==> config.mk <==
export PLATFORM = sky130hd
export DESIGN_NAME = idex_alu_decode
export DESIGN_NICKNAME = d
export VERILOG_FILES = /design/src/rtl/idex_alu_decode.sv
export SDC_FILE = /design/constraint.sdc
export NUM_CORES = 1
export LEC_CHECK = 0
export CORE_ASPECT_RATIO = 1.4
export CORE_UTILIZATION = 30
export DETAILED_ROUTE_END_ITERATION = 10
export MAX_ROUTING_LAYER = met4
export SLEW_MARGIN = 20
export SYNTH_ARGS = -nofsm -noshare
export SYNTH_HDL_FRONTEND = slang
export SYNTH_SLANG_ARGS = --single-unit
export TNS_END_PERCENT = 20
==> constraint.sdc <==
create_clock -name clk -period 0.8 [get_ports clk]
set_input_delay 0.16 -clock clk [delete_from_list [all_inputs] [get_ports clk]]
set_output_delay 0.16 -clock clk [all_outputs]
set_load 0.005 [all_outputs]
==> src/rtl/idex_alu_decode.sv <==
// idex_alu_decode: RV32I ALU-op decode registered into the ID/EX boundary; IDEX_DEC_AUIPC_EN adds AUIPC
module idex_alu_decode #(
  parameter int XLEN = 32
) (
  input  logic            clk,
  input  logic            rst_n,
  input  logic            id_valid,
  input  logic [31:0]     id_instr,
  input  logic            stall,
  input  logic            flush,
  output logic            ex_valid,
  output logic [3:0]      ex_alu_op,
  output logic            ex_alu_src_imm,
  output logic            ex_alu_src_pc,
  output logic [XLEN-1:0] ex_imm,
  output logic            ex_illegal
);
  localparam logic [3:0] OP_ADD  = 4'd0;
  localparam logic [3:0] OP_SUB  = 4'd1;
  localparam logic [3:0] OP_LUI  = 4'd2;
  localparam logic [3:0] OP_AND  = 4'd3;
  localparam logic [3:0] OP_XOR  = 4'd4;
  localparam logic [3:0] OP_OR   = 4'd5;
  localparam logic [3:0] OP_SLL  = 4'd6;
  localparam logic [3:0] OP_SRL  = 4'd7;
  localparam logic [3:0] OP_SRA  = 4'd8;
  localparam logic [3:0] OP_SLT  = 4'd9;
  localparam logic [3:0] OP_SLTU = 4'd10;

  logic [6:0]      opc, f7;
  logic [2:0]      f3;
  logic            f7_zero, f7_alt, is_shift;
  logic [3:0]      base_op;
  logic [3:0]      dec_op;
  logic            dec_src_imm, dec_src_pc, dec_ill;
  logic [XLEN-1:0] dec_imm;
  logic            valid_d, valid_q, src_imm_d, src_imm_q, src_pc_d, src_pc_q, ill_d, ill_q;
  logic [3:0]      op_d, op_q;
  logic [XLEN-1:0] imm_d, imm_q;

  assign opc      = id_instr[6:0];
  assign f3       = id_instr[14:12];
  assign f7       = id_instr[31:25];
  assign f7_zero  = f7 == 7'h00;
  assign f7_alt   = f7 == 7'h20;
  assign is_shift = f3 == 3'b001 || f3 == 3'b101;

  // funct3 -> ALU op for the non-alternate (funct7 = 0) encodings shared by R- and I-type
  always_comb begin
    base_op = OP_ADD;
    case (f3)
      3'b001:  base_op = OP_SLL;
      3'b010:  base_op = OP_SLT;
      3'b011:  base_op = OP_SLTU;
      3'b100:  base_op = OP_XOR;
      3'b101:  base_op = OP_SRL;
      3'b110:  base_op = OP_OR;
      3'b111:  base_op = OP_AND;
      default: base_op = OP_ADD;
    endcase
  end

  // instruction decode; an illegal word collapses to add/rs2/imm 0 with only the flag set
  always_comb begin
    dec_op      = OP_ADD;
    dec_src_imm = 1'b0;
    dec_src_pc  = 1'b0;
    dec_imm     = '0;
    dec_ill     = 1'b0;
    case (opc)
      7'b0110011: begin
        dec_ill = !(f7_zero || (f7_alt && (f3 == 3'b000 || f3 == 3'b101)));
        dec_op  = f7_alt ? (f3 == 3'b000 ? OP_SUB : OP_SRA) : base_op;
      end
      7'b0010011: begin
        dec_src_imm = 1'b1;
        dec_ill     = is_shift && !(f7_zero || (f7_alt && f3 == 3'b101));
        dec_op      = is_shift && f7_alt ? OP_SRA : base_op;
        dec_imm     = is_shift ? {27'b0, id_instr[24:20]} : {{20{id_instr[31]}}, id_instr[31:20]};
      end
      7'b0110111: begin
        dec_op      = OP_LUI;
        dec_src_imm = 1'b1;
        dec_imm     = {id_instr[31:12], 12'b0};
      end
      7'b0000011: begin
        dec_src_imm = 1'b1;
        dec_imm     = {{20{id_instr[31]}}, id_instr[31:20]};
      end
      7'b0100011: begin
        dec_src_imm = 1'b1;
        dec_imm     = {{20{id_instr[31]}}, id_instr[31:25], id_instr[11:7]};
      end
      7'b1100011: dec_op = OP_SUB;
`ifdef IDEX_DEC_AUIPC_EN
      7'b0010111: begin
        dec_src_imm = 1'b1;
        dec_src_pc  = 1'b1;
        dec_imm     = {id_instr[31:12], 12'b0};
      end
`endif
      default: dec_ill = 1'b1;
    endcase
    if (dec_ill) begin
      dec_op      = OP_ADD;
      dec_src_imm = 1'b0;
      dec_src_pc  = 1'b0;
      dec_imm     = '0;
    end
  end

  // flush beats stall; stall holds; an empty ID slot becomes a bubble
  always_comb begin
    valid_d   = flush ? 1'b0 : stall ? valid_q   : id_valid;
    op_d      = flush ? '0   : stall ? op_q      : id_valid ? dec_op      : '0;
    src_imm_d = flush ? 1'b0 : stall ? src_imm_q : id_valid && dec_src_imm;
    src_pc_d  = flush ? 1'b0 : stall ? src_pc_q  : id_valid && dec_src_pc;
    imm_d     = flush ? '0   : stall ? imm_q     : id_valid ? dec_imm     : '0;
    ill_d     = flush ? 1'b0 : stall ? ill_q     : id_valid && dec_ill;
  end

  // ID/EX pipeline register, cleared asynchronously
  always_ff @(posedge clk or negedge rst_n) begin
    if (!rst_n) begin
      valid_q   <= 1'b0;
      op_q      <= '0;
      src_imm_q <= 1'b0;
      src_pc_q  <= 1'b0;
      imm_q     <= '0;
      ill_q     <= 1'b0;
    end else begin
      valid_q   <= valid_d;
      op_q      <= op_d;
      src_imm_q <= src_imm_d;
      src_pc_q  <= src_pc_d;
      imm_q     <= imm_d;
      ill_q     <= ill_d;
    end
  end

  assign ex_valid       = valid_q;
  assign ex_alu_op      = op_q;
  assign ex_alu_src_imm = src_imm_q;
  assign ex_alu_src_pc  = src_pc_q;
  assign ex_imm         = imm_q;
  assign ex_illegal     = ill_q;
endmodule

==> flow_metrics.py, run 1 <==
metrics = {
    "job": {
        "timing.max_cap.violations": 0,
    },
    "die": {
        "floorplan.rows": 34,
        "die_y_um": 97.6,
        "floorplan.io_pins": 77,
        "fp.dieArea_mm2": 0.00686,
        "initial_core_util": 0.313,
        "die_w_um": 70.3,
        "floorplan.core_area_mm2": 0.00625,
    },
    "grt": {
        "track_usage": 0.194,
        "via_count_of_the_first_global_routing_pass": 2120,
        "grt_antenna_before_repair": 0,
        "maximum_number_of_pins_on_one_net_before_global_route_repair": 40,
        "gr-total-overflow": 0,
        "grt_first_pass_wirelength_mm": 10.2,
    },
    "drt": {
        "route.final.wire_length_mm": 6.17,
        "via_count": 2099,
        "initialDrtViolationCount": 92,
        "route.detailed.wl_per_inst_um": 14.4,
        "firstDrtPassIters": 5,
        "viasPerCell": 4.89,
        "drcViolationCount": 0,
        "ant_nets": 0,
    },
    "clock_network": {
        "cts_sinks": 39,
        "worst_skew_pair.late_latency_ns": 0.29,
        "cts_htree_levels": 2,
        "tritoncts_clock_tree": "yes",
        "tritoncts.num_buffers": 5,
        "worst_setup_hold_path_clk_slew_ns": 0.08,
        "ctsRootBufferMaster": "sky130_fd_sc_hd__clkbuf_8",
        "clk_path_buf_depth": 2,
    },
    "logic_synthesis": {
        "post-synth-top-count-cell": "sky130_fd_sc_hd__dfrtp_1",
        "synthTopCellsByCount": "39 x sky130_fd_sc_hd__dfrtp_1, 36 x sky130_fd_sc_hd__nand2_1, 33 x sky130_fd_sc_hd__a21oi_1",
        "yosys.area.top_type": "sky130_fd_sc_hd__dfrtp_1",
        "synthesis.area_mm2": 0.00196,
        "ys.warnings.count": 0,
        "synth_top_area_share": 0.498,
        "syn_inst": 211,
        "synth.net_count": 248,
        "synth_async_sr_flop_share": 1.00,
        "synth_enable_flop_cells": 0,
        "synth-seq-area-share": 0.498,
        "synth_seq_cells": 39,
        "synth_top_flop_cell": "sky130_fd_sc_hd__dfrtp_1",
        "post_synth_main_area_contributors": "sky130_fd_sc_hd__dfrtp_1 50%, sky130_fd_sc_hd__a21oi_1 8.4%, sky130_fd_sc_hd__nand2_1 6.9%",
        "synth.lib_cells_used.distinct": 41,
        "postSynthAreaPerCell_um2": 9.29,
    },
    "critical_path": {
        "timing.critical_path.from_type": "input port",
        "worst-path-max-fanout": 4,
        "crit_path_top_delay_cell": "sky130_fd_sc_hd__or4b_4",
        "critical_path.cell_chain": "buf_6, nor2b_4, or4b_4, nor3_4, o21ai_4, buf_12, buf_6, o21ai_2",
        "critical_path_arrival_ns": 1.61,
        "timing.critical_path.to_type": "flip-flop",
        "data_required_critical_path_ns": 1.02,
        "critical_path_buf_inv_count": 3,
        "cp_common_cell": "sky130_fd_sc_hd__buf_6",
        "worst-setup-path-type": "in2reg",
        "worst_path_dominant_cell_family": "simple AND/OR/NAND/NOR gates",
        "critical-path-max-stage-delay_ns": 0.51,
    },
    "pwr": {
        "comb_power_share": 0.161,
        "power_density_mw_per_mm2": 1290,
        "sw_frac_of_total": 0.246,
        "power.share.clock": 0.385,
        "total_switching_power_w": 0.00107,
        "irDropWorstVdd_mv": 1.01,
        "power_share_of_the_sequential_group": 0.454,
        "internal_power_w": 0.00328,
        "static-leakage-power_nw": 1.65,
    },
    "layout": {
        "post_route_cells_drive_above_1_share": 0.487,
        "nNetsFinal": 393,
        "final_cells": 429,
        "final_core_util": 0.539,
        "area.growth.synth_to_final_pct": 72.2,
        "fillerInstances": 596,
        "n_antenna_cell": 0,
    },
    "timing": {
        "setup_slack_ns": -0.582,
        "max_freq_mhz": 724,
        "finalHoldViolations": 0,
        "finalClockSkew_ns": 0,
        "final-setup-viol-count": 77,
        "finalCritPeriodShare": 1.73,
        "grt_setup_unrepaired": "true",
        "timing.final.max_slew_violations": 0,
        "timing.hold.ws_ns": 0.134,
        "final_period_minus_worst_setup_slack_ns": 1.38,
    },
    "outcome": {
        "run_status": "complete, but fails checks",
        "violated_checks": "setup timing",
    },
    "place": {
        "post-dp-hpwl_mm": 4.40,
        "port_buffers": 75,
        "place.gp.congestion": 0.893,
        "placed_cell_count": 406,
    },
    "hold_path": {
        "hold_path_class": "in2reg",
    },
}
-- placed cells by master, fill, tap and decap left out, types with 2 or more instances in the layout --
cell type and n:
sky130_fd_sc_hd__buf_4 60, sky130_fd_sc_hd__dfrtp_1 39, sky130_fd_sc_hd__clkbuf_2 34, sky130_fd_sc_hd__nand2_1 33, sky130_fd_sc_hd__a21oi_1 33, sky130_fd_sc_hd__buf_6 17, sky130_fd_sc_hd__o21ai_1 15, sky130_fd_sc_hd__clkdlybuf4s50_1 15
sky130_fd_sc_hd__o21ai_2 14, sky130_fd_sc_hd__buf_2 12, sky130_fd_sc_hd__nor2b_1 7, sky130_fd_sc_hd__nor2_1 7, sky130_fd_sc_hd__a22o_1 7, sky130_fd_sc_hd__clkbuf_8 5, sky130_fd_sc_hd__dlygate4sd2_1 5, sky130_fd_sc_hd__inv_1 3
sky130_fd_sc_hd__nand2b_1 3, sky130_fd_sc_hd__clkdlybuf4s15_2 3, sky130_fd_sc_hd__nand2_2 2, sky130_fd_sc_hd__nor3_4 2, sky130_fd_sc_hd__o21ai_4 2, sky130_fd_sc_hd__and3_4 2, sky130_fd_sc_hd__o22ai_1 2, sky130_fd_sc_hd__o21ai_0 2
sky130_fd_sc_hd__buf_12 2
-- cell type report --
cell class | count | area, µm² | area share
clock buffers | 5 | 68.8 | 0.0204
clock inverters | 3 | 43.8 | 0.0130
inverters | 3 | 11.3 | 0.00334
multi-input cells | 158 | 1030 | 0.306
flip-flops and latches | 39 | 976 | 0.289
well taps | 72 | 90.1 | 0.0267
repair buffers | 149 | 1150 | 0.341
-- power by group through the flow --
stage | clock network, W | logic (W) | registers [W]
floorplan | 0 | 0.000172 | 0.00202
global placement | 0 | 0.000653 | 0.00202
detailed placement | 0 | 0.000657 | 0.00202
CTS | 0.00170 | 0.000701 | 0.00198
global route | 0.00178 | 0.000761 | 0.00198
finish | 0.00168 | 0.000702 | 0.00198
-- layer usage --
layer | global-route usage | routed length, µm | vias to the layer above
li1 | - | - | 1037
met3 | 0.0322 | 245 | 12
met1 | 0.238 | 2620 | 990
met4 | 0.0769 | 149 | 0
met2 | 0.314 | 3150 | 60
met5 | - | 0 | -
-- sequential cells by signal, summed over array words and instances (netlist names) --
| signal | cells |
|---|---|
| ex_alu_op | 4 |
| ex_illegal | 1 |
| ex_imm | 32 |
| ex_alu_src_imm | 1 |
| ex_valid | 1 |
-- worst paths after layout --
check | from | to | slack (ns) | cells past startpoint
hold / removal | flush | ex_valid$_DFFE_PN0P_ | 0.13 | 3
setup / recovery | stall | ex_imm[29]$_DFFE_PN0P_ | -0.58 | 8
max in group asynchronous | rst_n | ex_imm[13]$_DFFE_PN0P_ | 0.25 | 3
setup reg to reg | ex_imm[11]$_DFFE_PN0P_ | ex_imm[11]$_DFFE_PN0P_ | -0.05 | 2
hold reg to reg | ex_imm[26]$_DFFE_PN0P_ | ex_imm[26]$_DFFE_PN0P_ | 0.48 | 2
min in group asynchronous | rst_n | ex_imm[3]$_DFFE_PN0P_ | 0.35 | 3
-- worst register-to-register path, delay by kind of cell, from the launching register on --
family | cells | cell delay (ns)
buffers and inverters | 1 | 0.14
AO/OA/AOI/OAI | 1 | 0.20
flip-flops | 1 | 0.41
-- timing repair --
action                     CTS  global route
hold endpoints to repair    39             0
hold buffers                 1             0
gates resized for setup    190            44
cloned                       1             0
buffers inserted            12             1
setup endpoints to repair   77            77
pin swaps                   18            10
-- through the flow --
stage	worst slack (ns)	setup TNS [ns]	cell area, µm²	power [W]
detailed placement	-1.34	-54.88	3210	0.00267
global placement	-1.30	-53.83	3210	0.00267
finish	-0.582	-24.77	3370	0.00436
floorplan	-0.657	-22.68	1970	0.00219
CTS	-0.554	-27.16	3520	0.00438
global route	-0.650	-28.17	3370	0.00452
-- cells by family (layout without fill, tap and decap cells) --
group / after synthesis / count (layout) / synth area share
XOR/XNOR: 1 / 1 / 0.00447
other: 1 / 1 / 0.00191
AND/OR/NAND/NOR: 73 / 73 / 0.197
flip-flops: 39 / 39 / 0.498
buffers and inverters: 15 / 160 / 0.0364
AO/OA/AOI/OAI: 82 / 83 / 0.262
Note: power is estimated with default switching activity, not from simulation.
==> run 2: changes to the inputs <==
- CORE_UTILIZATION: 30 -> 39
- PLACE_DENSITY_LB_ADDON: not set -> 0.3
==> run 2 against run 1 <==
Net effect:
- die area is 23% lower
- via count is 6.1% higher
- wire length is 12% higher
- utilization is 16 points higher
- worst setup slack worse by 0.037 ns
- count of clock-buffer cells in the layout stayed put
- the flow still finishes with violations (setup timing)
- register-to-register slack worse by 0.04 ns
- hold slack better by 0.020 ns
- clock power hardly changed
- power is 1.3% higher
- non-clock buffer count is 2 lower
- sequential share of layout area is 0.075 points lower
==> flow_metrics.py, run 2 (synthesis gave the netlist of run 1 again) <==
metrics = {
    "drt": {
        "route.detailed.wl_per_inst_um": 16.5,
        "ant_nets": 0,
        "route.final.wire_length_mm": 6.89,
        "viasPerCell": 5.33,
        "firstDrtPassIters": 4,
        "via_count": 2227,
        "initialDrtViolationCount": 99,
        "drcViolationCount": 0,
    },
    "place": {
        "place.gp.congestion": 0.856,
        "pre_cts_slack_ns": -1.37,
        "post-dp-hpwl_mm": 4.32,
        "port_buffers": 75,
    },
    "die": {
        "die_w_um": 61.9,
        "floorplan.core_area_mm2": 0.00484,
        "initial_core_util": 0.405,
        "die_y_um": 85.9,
        "floorplan.io_pins": 77,
        "floorplan.rows": 30,
        "fp.dieArea_mm2": 0.00532,
    },
    "critical_path": {
        "worst-setup-path-type": "in2reg",
        "data_required_critical_path_ns": 1.04,
        "critical-path-max-stage-delay_ns": 0.51,
        "crit_path_top_delay_cell": "sky130_fd_sc_hd__or4b_4",
        "critical_path_buf_inv_count": 3,
        "timing.critical_path.to_type": "flip-flop",
        "worst-path-max-fanout": 11,
        "timing.critical_path.from_type": "input port",
        "critical_path.cell_chain": "clkdlybuf4s15_2, or4b_4, nor3_4, o21ai_4, buf_12, buf_12, o21ai_2",
        "cp_common_cell": "sky130_fd_sc_hd__buf_12",
        "critical_path_arrival_ns": 1.66,
        "worst_path_dominant_cell_family": "simple AND/OR/NAND/NOR gates",
    },
    "timing": {
        "final_period_minus_worst_setup_slack_ns": 1.42,
        "final.setup.tns_ns": -27.49,
        "finalHoldViolations": 0,
        "timing.final.max_slew_violations": 0,
        "final-setup-viol-count": 77,
        "grt_setup_unrepaired": "true",
        "finalCritPeriodShare": 1.77,
        "max_freq_mhz": 705,
        "setup_slack_ns": -0.618,
        "finalClockSkew_ns": 0,
    },
    "clock_network": {
        "tritoncts.num_buffers": 5,
        "cts_htree_levels": 2,
        "ctsRootBufferMaster": "sky130_fd_sc_hd__clkbuf_8",
        "cts_sinks": 39,
        "worst_setup_hold_path_clk_slew_ns": 0.08,
        "tritoncts_clock_tree": "yes",
        "worst_skew_pair.late_latency_ns": 0.30,
        "clk_path_buf_depth": 2,
    },
    "pwr": {
        "power.share.clock": 0.381,
        "internal_power_w": 0.00330,
        "total_switching_power_w": 0.00111,
        "sw_frac_of_total": 0.252,
        "comb_power_share": 0.170,
        "power_share_of_the_sequential_group": 0.448,
        "power_density_mw_per_mm2": 1300,
        "total_power_w": 0.00441,
        "static-leakage-power_nw": 1.64,
        "irDropWorstVdd_mv": 1.15,
    },
    "grt": {
        "maximum_number_of_pins_on_one_net_before_global_route_repair": 40,
        "grt_antenna_before_repair": 0,
        "via_count_of_the_first_global_routing_pass": 2271,
        "grt_first_pass_wirelength_mm": 10.3,
        "gr-total-overflow": 0,
        "track_usage": 0.278,
    },
    "layout": {
        "final_common_cell": "sky130_fd_sc_hd__buf_4",
        "n_antenna_cell": 0,
        "max_reg_flops": 32,
        "nNetsFinal": 390,
        "post_route_cells_drive_above_1_share": 0.506,
        "fillerInstances": 364,
        "final_core_util": 0.698,
        "final_cell_mix": "61 x sky130_fd_sc_hd__buf_4, 39 x sky130_fd_sc_hd__dfrtp_1, 34 x sky130_fd_sc_hd__clkbuf_2, 33 x sky130_fd_sc_hd__nand2_1, 31 x sky130_fd_sc_hd__a21oi_1",
        "area.growth.synth_to_final_pct": 72.6,
    },
    "outcome": {
        "run_status": "complete, but fails checks",
        "violated_checks": "setup timing",
    },
    "hold_path": {
        "hold_path_class": "in2reg",
    },
    "job": {
        "timing.max_cap.violations": 0,
    },
}
-- run 2: power groups by stage --
stage          Combinational, W  Clock (W)  Sequential, W
2_1_floorplan          0.000172          0        0.00202
3_3_place_gp           0.000642          0        0.00202
3_5_place_dp           0.000652          0        0.00202
4_1_cts                0.000706    0.00167        0.00198
5_1_grt                0.000799    0.00179        0.00198
6_report               0.000752    0.00168        0.00198
-- run 2: per-layer routing --
layer | global-route usage | up-vias | wire length (µm)
met4 | 0.145 | 0 | 365
met1 | 0.296 | 1068 | 2520
met3 | 0.0603 | 33 | 336
met2 | 0.464 | 95 | 3670
li1 | - | 1031 | -
met5 | - | - | 0
-- run 2: cell type report --
class | instances | area (µm²) | area share
Inverter | 3 | 11.3 | 0.00333
Sequential cell | 39 | 976 | 0.289
Clock buffer | 5 | 68.8 | 0.0203
Timing Repair Buffer | 147 | 1140 | 0.338
Tap cell | 64 | 80.1 | 0.0237
Clock inverter | 3 | 43.8 | 0.0129
Multi-Input combinational cell | 157 | 1060 | 0.313
-- run 2: worst reg2reg max path, delay by kind of cell (launching register included) --
family	cells	cell delay (ns)
flip-flops	1	0.43
AO/OA/AOI/OAI	1	0.26
AND/OR/NAND/NOR	1	0.08
-- run 2: final timing paths --
| kind | from | slack [ns] | endpoint | cells after the start |
|---|---|---|---|---|
| hold / removal | stall | 0.15 | ex_valid$_DFFE_PN0P_ | 4 |
| setup / recovery | flush | -0.62 | ex_imm[14]$_DFFE_PN0P_ | 7 |
| setup reg to reg | ex_imm[12]$_DFFE_PN0P_ | -0.09 | ex_imm[12]$_DFFE_PN0P_ | 2 |
| min in group asynchronous | rst_n | 0.34 | ex_alu_op[2]$_DFFE_PN0P_ | 3 |
| max in group asynchronous | rst_n | 0.26 | ex_imm[22]$_DFFE_PN0P_ | 3 |
| hold reg to reg | ex_imm[28]$_DFFE_PN0P_ | 0.48 | ex_imm[28]$_DFFE_PN0P_ | 2 |
-- run 2: per-stage QoR --
step / cell area [µm²] / cells / hold WS [ns]
after detailed placement: 3200 / 397 / 0.144
final: 3380 / 418 / 0.153
after global routing: 3380 / 418 / 0.209
after floorplan: 1970 / 211 / -0.136
after CTS: 3490 / 416 / 0.160
after global placement: 3200 / 397 / 0.142
-- run 2: repair_timing --
| action | in CTS | in global routing |
|---|---|---|
| resized for setup | 180 | 46 |
| buffers inserted | 11 | 2 |
| pin swaps | 24 | 7 |
| hold buffers | 1 | 0 |
| setup endpoints to repair | 77 | 77 |
| endpoints found under the hold margin | 39 | 0 |
